## src/rtl/imem_loader_pkg.sv

```systemverilog
`default_nettype none
// ============================================================================
// Module   : imem_loader_pkg
// Purpose  : Shared state encoding, byte-lane layout and default depth for
//            the instruction-memory loader.
// Revision : 1.0 - initial release
// ============================================================================
package imem_loader_pkg;

    localparam int c_lanes         = 4;
    localparam int c_lane_w        = $clog2(c_lanes);
    localparam int c_default_depth = 4096;

    typedef enum logic [1:0] {
        LOAD  = 2'd0,
        FLUSH = 2'd1,
        DONE  = 2'd2
    } state_t;

    // Big-endian: lane 0 lands in [31:24], lane 3 in [7:0].
    function automatic logic [4:0] lane_lsb(input logic [c_lane_w-1:0] lane);
        return {~lane, 3'b000};
    endfunction

endpackage
`default_nettype wire

```

## src/rtl/imem_loader_word_assembler.sv

```systemverilog
`default_nettype none
// ============================================================================
// Module   : word_assembler
// Purpose  : Packs bytes big-endian into 32-bit words; a flush request emits
//            a pending partial word with the unfilled low lanes zeroed.
// Revision : 1.0 - initial release
// ============================================================================
module word_assembler
    import imem_loader_pkg::*;
(
    input  logic                clk,
    input  logic                rst,
    input  logic                i_push,
    input  logic [7:0]          i_byte,
    input  logic                i_flush,
    output logic                o_word_ready,
    output logic [31:0]         o_word,
    output logic [c_lane_w-1:0] o_lane
);

    localparam logic [c_lane_w-1:0] c_last_lane = c_lane_w'(c_lanes - 1);

    logic [c_lane_w-1:0] r_lane;
    logic [31:0]         r_shift;
    logic [31:0]         w_placed;

    // Lanes not yet written stay zero, which gives the flush padding for free.
    always_comb begin
        w_placed = r_shift;
        if (i_push) begin
            w_placed = r_shift | ({24'd0, i_byte} << lane_lsb(r_lane));
        end
    end

    assign o_word       = w_placed;
    assign o_lane       = r_lane;
    assign o_word_ready = (i_push && (r_lane == c_last_lane)) ||
                          (i_flush && (r_lane != '0));

    always_ff @(posedge clk) begin
        if (rst) begin
            r_lane  <= '0;
            r_shift <= '0;
        end else if (o_word_ready) begin
            r_lane  <= '0;
            r_shift <= '0;
        end else if (i_push) begin
            r_lane  <= r_lane + 1'b1;
            r_shift <= w_placed;
        end
    end

endmodule
`default_nettype wire

```

## src/rtl/imem_loader.sv

```systemverilog
`default_nettype none
// ============================================================================
// Module   : imem_loader
// Purpose  : Fills instruction memory from a byte stream after reset and holds
//            the core halted until the program is written.
//            Optional checksum byte: define IMEM_LOADER_CHECKSUM_EN.
// Revision : 1.0 - initial release
// ============================================================================
module imem_loader
    import imem_loader_pkg::*;
#(
    parameter int DEPTH = c_default_depth,
    parameter int CNT_W = 13
) (
    input  logic             clk,
    input  logic             rs,
    input  logic             in_valid,
    input  logic [7:0]       in_data,
    input  logic             in_last,
    output logic             in_ready,
    output logic             wr_en,
    output logic [31:0]      wr_addr,
    output logic [31:0]      wr_data,
    output logic             core_halt,
    output logic             done,
    output logic [CNT_W-1:0] word_count,
    output logic             err_overflow,
    output logic             err_csum
);

    localparam logic [CNT_W-1:0] c_depth     = CNT_W'(DEPTH);
    localparam logic [c_lane_w-1:0] c_last_lane = c_lane_w'(c_lanes - 1);

    state_t              r_state;
    logic                w_accept;
    logic                w_full;
    logic                w_is_csum;
    logic                w_push;
    logic                w_flush;
    logic                w_word_ready;
    logic [31:0]         w_word;
    logic [c_lane_w-1:0] w_lane;
    logic                w_pending_after;

`ifdef IMEM_LOADER_CHECKSUM_EN
    assign w_is_csum = in_last;
`else
    assign w_is_csum = 1'b0;
`endif

    assign w_accept = in_valid && in_ready;
    assign w_full   = (word_count == c_depth);
    assign w_push   = w_accept && !w_full && !w_is_csum;
    assign w_flush  = (r_state == FLUSH);

    // After the final byte, a partial word still in the assembler needs FLUSH.
    assign w_pending_after = w_push ? (w_lane != c_last_lane) : (w_lane != '0);

    word_assembler u_word_assembler (
        .clk          (clk),
        .rst          (rs),
        .i_push       (w_push),
        .i_byte       (in_data),
        .i_flush      (w_flush),
        .o_word_ready (w_word_ready),
        .o_word       (w_word),
        .o_lane       (w_lane)
    );

    always_ff @(posedge clk) begin
        if (rs) begin
            r_state      <= LOAD;
            in_ready     <= 1'b0;
            wr_en        <= 1'b0;
            wr_addr      <= '0;
            wr_data      <= '0;
            core_halt    <= 1'b1;
            done         <= 1'b0;
            word_count   <= '0;
            err_overflow <= 1'b0;
        end else begin
            wr_en <= 1'b0;
            if (w_word_ready) begin
                wr_en      <= 1'b1;
                wr_addr    <= 32'(word_count);
                wr_data    <= w_word;
                word_count <= word_count + 1'b1;
            end
            if (w_accept && w_full) begin
                err_overflow <= 1'b1;
            end
            // Status trails the state so it rises the cycle after the last write.
            done      <= (r_state == DONE);
            core_halt <= (r_state != DONE);
            case (r_state)
                LOAD: begin
                    if (w_accept && in_last) begin
                        in_ready <= 1'b0;
                        r_state  <= w_pending_after ? FLUSH : DONE;
                    end else begin
                        in_ready <= 1'b1;
                    end
                end
                FLUSH: begin
                    in_ready <= 1'b0;
                    r_state  <= DONE;
                end
                default: begin
                    in_ready <= 1'b0;
                    r_state  <= DONE;
                end
            endcase
        end
    end

`ifdef IMEM_LOADER_CHECKSUM_EN
    logic [7:0] r_xor;
    logic       r_csum_bad;

    // Discarded overflow bytes still count toward the checksum.
    always_ff @(posedge clk) begin
        if (rs) begin
            r_xor      <= '0;
            r_csum_bad <= 1'b0;
            err_csum   <= 1'b0;
        end else begin
            if (w_accept && !in_last) begin
                r_xor <= r_xor ^ in_data;
            end
            if (w_accept && in_last) begin
                r_csum_bad <= (in_data != r_xor);
            end
            err_csum <= r_csum_bad && (r_state == DONE);
        end
    end
`else
    assign err_csum = 1'b0;
`endif

endmodule
`default_nettype wire
```

## config.mk

```make
export PLATFORM = sky130hd
export DESIGN_NAME = imem_loader
export DESIGN_NICKNAME = d
export VERILOG_FILES = /design/src/rtl/imem_loader_pkg.sv /design/src/rtl/imem_loader_word_assembler.sv /design/src/rtl/imem_loader.sv
export SDC_FILE = /design/constraint.sdc
export NUM_CORES = 1
export LEC_CHECK = 0
export ABC_AREA = 1
export BUFFER_PORTS_ARGS = -buffer_cell sky130_fd_sc_hd__buf_4
export CAP_MARGIN = 20
export CELL_PAD_IN_SITES_DETAIL_PLACEMENT = 1
export CELL_PAD_IN_SITES_GLOBAL_PLACEMENT = 1
export CORE_MARGIN = 1.5
export CORE_UTILIZATION = 38
export DETAILED_ROUTE_END_ITERATION = 8
export PLACE_DENSITY_LB_ADDON = 0.1
export REMOVE_ABC_BUFFERS = 1
export SYNTH_ARGS = -nofsm -noshare
export SYNTH_HDL_FRONTEND = slang
export SYNTH_HIERARCHICAL = 1
export SYNTH_SLANG_ARGS = --single-unit
```

## constraint.sdc

```tcl
create_clock -name clk -period 2.29 [get_ports clk]
set_input_delay 0.1145 -clock clk [delete_from_list [all_inputs] [get_ports clk]]
set_output_delay 0.1145 -clock clk [all_outputs]
set_load 0.01 [all_outputs]
```

==> results.cfg <==
[synth]
yosys.area_share.xor_xnor = 0.002120
synth_warnings = 6
synthCells = 563
synth-main-ff-cell = sky130_fd_sc_hd__dfxtp_1
synth_fa_ha_area_frac = 0.01211
synth_enable_flop_cells = 0
synth_cell_types = 28
main_combinational_cell_family_by_area_after_synthesis = simple AND/OR/NAND/NOR gates
ys_async_sr_fraction = 0
ys_seq_elements = 99
yosys.area_share.simple = 0.2347
synth.area.mux_share = 0
mappedNetlistArea_um2 = 4131
synth_sequential_area_ratio = 0.4797
synth-compound-area-share = 0.1345
postSynthAreaPerCell_um2 = 7.338

[cells_and_area]
final_core_utilization = 0.4862
diodes = 0
nets = 656
final_cell_mix = sky130_fd_sc_hd__nor2_1 (106), sky130_fd_sc_hd__nand2_1 (103), sky130_fd_sc_hd__dfxtp_1 (99), sky130_fd_sc_hd__buf_4 (88), sky130_fd_sc_hd__inv_1 (73)
most_common_cell_after_layout_fill_and_taps_aside = sky130_fd_sc_hd__nor2_1
share_of_final_layout_standard_cells_stronger_than_drive_strength_1 = 0.2031
final_cell_area_um2 = 5065
area.growth.synth_to_final_pct = 22.59

[cts]
tritoncts = done
cts.root.buffer_cell = sky130_fd_sc_hd__clkbuf_8
cts_max_level = 3
path_clk_slew_ps = 100
tritoncts_num_sinks = 99
clk_latency_ps = 370
cts_made_buffers = 9
clock_path_buffers = 2

[routing]
ant_nets = 0
wirelength_um = 10520
via_per_inst = 4.689
drcViolationCount = 0
post_drt_wl_per_cell_um = 13.47
drt_iter0_drc = 72
detailroute.via_count = 3662
drt_pre_antenna_iters = 4

[hold_path]
hold_path.class = in -> reg

[global_route]
antenna_found_initial = 0
largest_net_degree_at_the_start_of_global_routing = 42
grt_use_total = 0.1966
grt_first_pass_wirelength_um = 17800
grt_total_ovfl = 0
first_global_vias = 3749

[run_status]
status = finished clean

[floorplanning]
die_height_um = 107.3
i_o_pin_count = 95
rows = 37
design.die.area_um2 = 11510
initial_core_util = 0.3966
die_w_um = 107.3
core-area_um2 = 10420

[critical_path]
critPathSlowestCell = sky130_fd_sc_hd__nor2_4
slowest_delay_ps = 370
startpoint_type = flip-flop
worst_path_cell_chain = inv_1 > ha_1 > nand2_1 > nor2_1 > a21oi_1 > buf_4 > inv_2 > nor2_4 > nand2_1 > nand2_1 > nor2_1 > nor2_1
crit_fanout = 16
cp_data_arrival_time_ps = 2340
crit_required_ps = 2610
worstSetupPathType = reg -> reg
critPathCaptureType = flip-flop

[pwr]
total_power_mw = 3.459
power.density_nw_per_um2 = 683.0
power.leakage_nw = 2.610
power.ir.vdd_worst_mv = 0.2929

[sta]
hold_viol_final = 0
min_period_ps = 2024
maxClockFrequency_mhz = 494.2
skew_ps = 8.840
timing_max_transition_violations_final = 0
fin_crit_sh = 0.8836
rsz0062_at_grt = no
setup_viol = 0

[placement]
placement.io_buffers = 74
detailedPlacementHpwl_um = 7290
final_replace_weighted_congestion = 0.8082
placed_cell_area_um2 = 4753

[flow_run]
max_cap_violations = 0
-- timing repair --
item | 4_1_cts | 5_1_grt
buffers inserted | 0 | 3
gates resized for setup | 0 | 1
setup endpoints to repair | 0 | 2
hold buffers | 1 | 0
hold endpoints to repair | 5 | 0
-- synth_stat cells, drive strengths merged (3+ instances only) --
cell    number  area, µm²
ha           4      50.05
nand4        3      31.28
nand3        7      40.04
buf         33      242.7
nor2       111      439.2
nand2      109      421.7
o21ai       47      235.2
dfxtp       99       1982
inv         75      281.5
nor3         5      25.02
a21oi       53      299.0
clkbuf      10      37.54
-- path summary, 6_finish.rpt --
| kind | cells past startpoint | from | end | slack (ps) |
|---|---|---|---|---|
| worst max-delay path | 12 | word_count[1]$_SDFFE_PP0P_ | wr_data[25]$_SDFFE_PP0P_ | 270 |
| worst min-delay path | 4 | in_last | in_ready$_SDFF_PP0_ | 70 |
| worst max register to register | 12 | word_count[1]$_SDFFE_PP0P_ | wr_data[25]$_SDFFE_PP0P_ | 270 |
| worst min register to register | 1 | r_state[1]$_SDFFE_PP0P_ | core_halt$_SDFF_PP1_ | 460 |
-- registers in the layout (all words and copies together), names as in the netlist --
register and cells:
u_word_assembler/r_shift 32, wr_data 32, word_count 13, wr_addr 13
r_state 2, u_word_assembler/o_lane 2, core_halt 1, done 1
err_overflow 1, in_ready 1, wr_en 1
-- per-layer routing --
| metal | vias to the layer above | wire, µm | GRT usage |
|---|---|---|---|
| met5 | - | 0 | 0 |
| met1 | 1732 | 4844 | 0.2413 |
| met2 | 71 | 5086 | 0.3408 |
| met4 | 0 | 147 | 0.07143 |
| met3 | 10 | 440 | 0.03753 |
| li1 | 1849 | - | - |
-- layout make-up --
| class | instances | area, µm² |
|---|---|---|
| Fill cell | 1343 | 5351 |
| Sequential cell | 99 | 1982 |
| Multi-Input combinational cell | 365 | 1667 |
| Timing Repair Buffer | 90 | 690.7 |
| Inverter | 75 | 281.5 |
| Tap cell | 136 | 170.2 |
| Clock buffer | 10 | 137.6 |
| Clock inverter | 6 | 136.4 |
-- where the power goes --
group | internal (mW) | leakage, nW | switching, mW | total [mW]
logic | 0.0697 | 1.68 | 0.135 | 0.205
registers | 1.75 | 0.799 | 0.0131 | 1.76
clock network | 0.867 | 0.133 | 0.628 | 1.50
-- logic make-up (layout without fill, tap and decap cells) --
kind of cell,Yosys count,after routing
adders and majority gates,4,4
buffers and inverters,118,181
and+or+nand+nor,237,237
xor gates and xnor gates,1,1
AOI/OAI and AO/OA,103,103
DFF,99,99
other,1,20
-- per-stage QoR --
| stage | setup TNS, ps | instances | hold slack (ps) | worst slack [ps] |
|---|---|---|---|---|
| floorplan | -39910 | 539 | 183.6 | -976.5 |
| global placement | 0 | 761 | 393.8 | 376.1 |
| detailed placement | 0 | 761 | 399.0 | 223.8 |
| CTS | 0 | 778 | 59.66 | 176.9 |
| global route | 0 | 781 | 91.94 | 40.59 |
| finish | 0 | 781 | 67.77 | 266.5 |
-- critical path, delay by kind of cell, from the launching register on --
kind	cells	cell delay, ps
adder cells (fa/ha/maj)	1	200
AO/OA/AOI/OAI	1	170
flip-flops	1	340
AND/OR/NAND/NOR	7	940
buffers and inverters	3	290
Note: power is estimated with default switching activity, not from simulation.
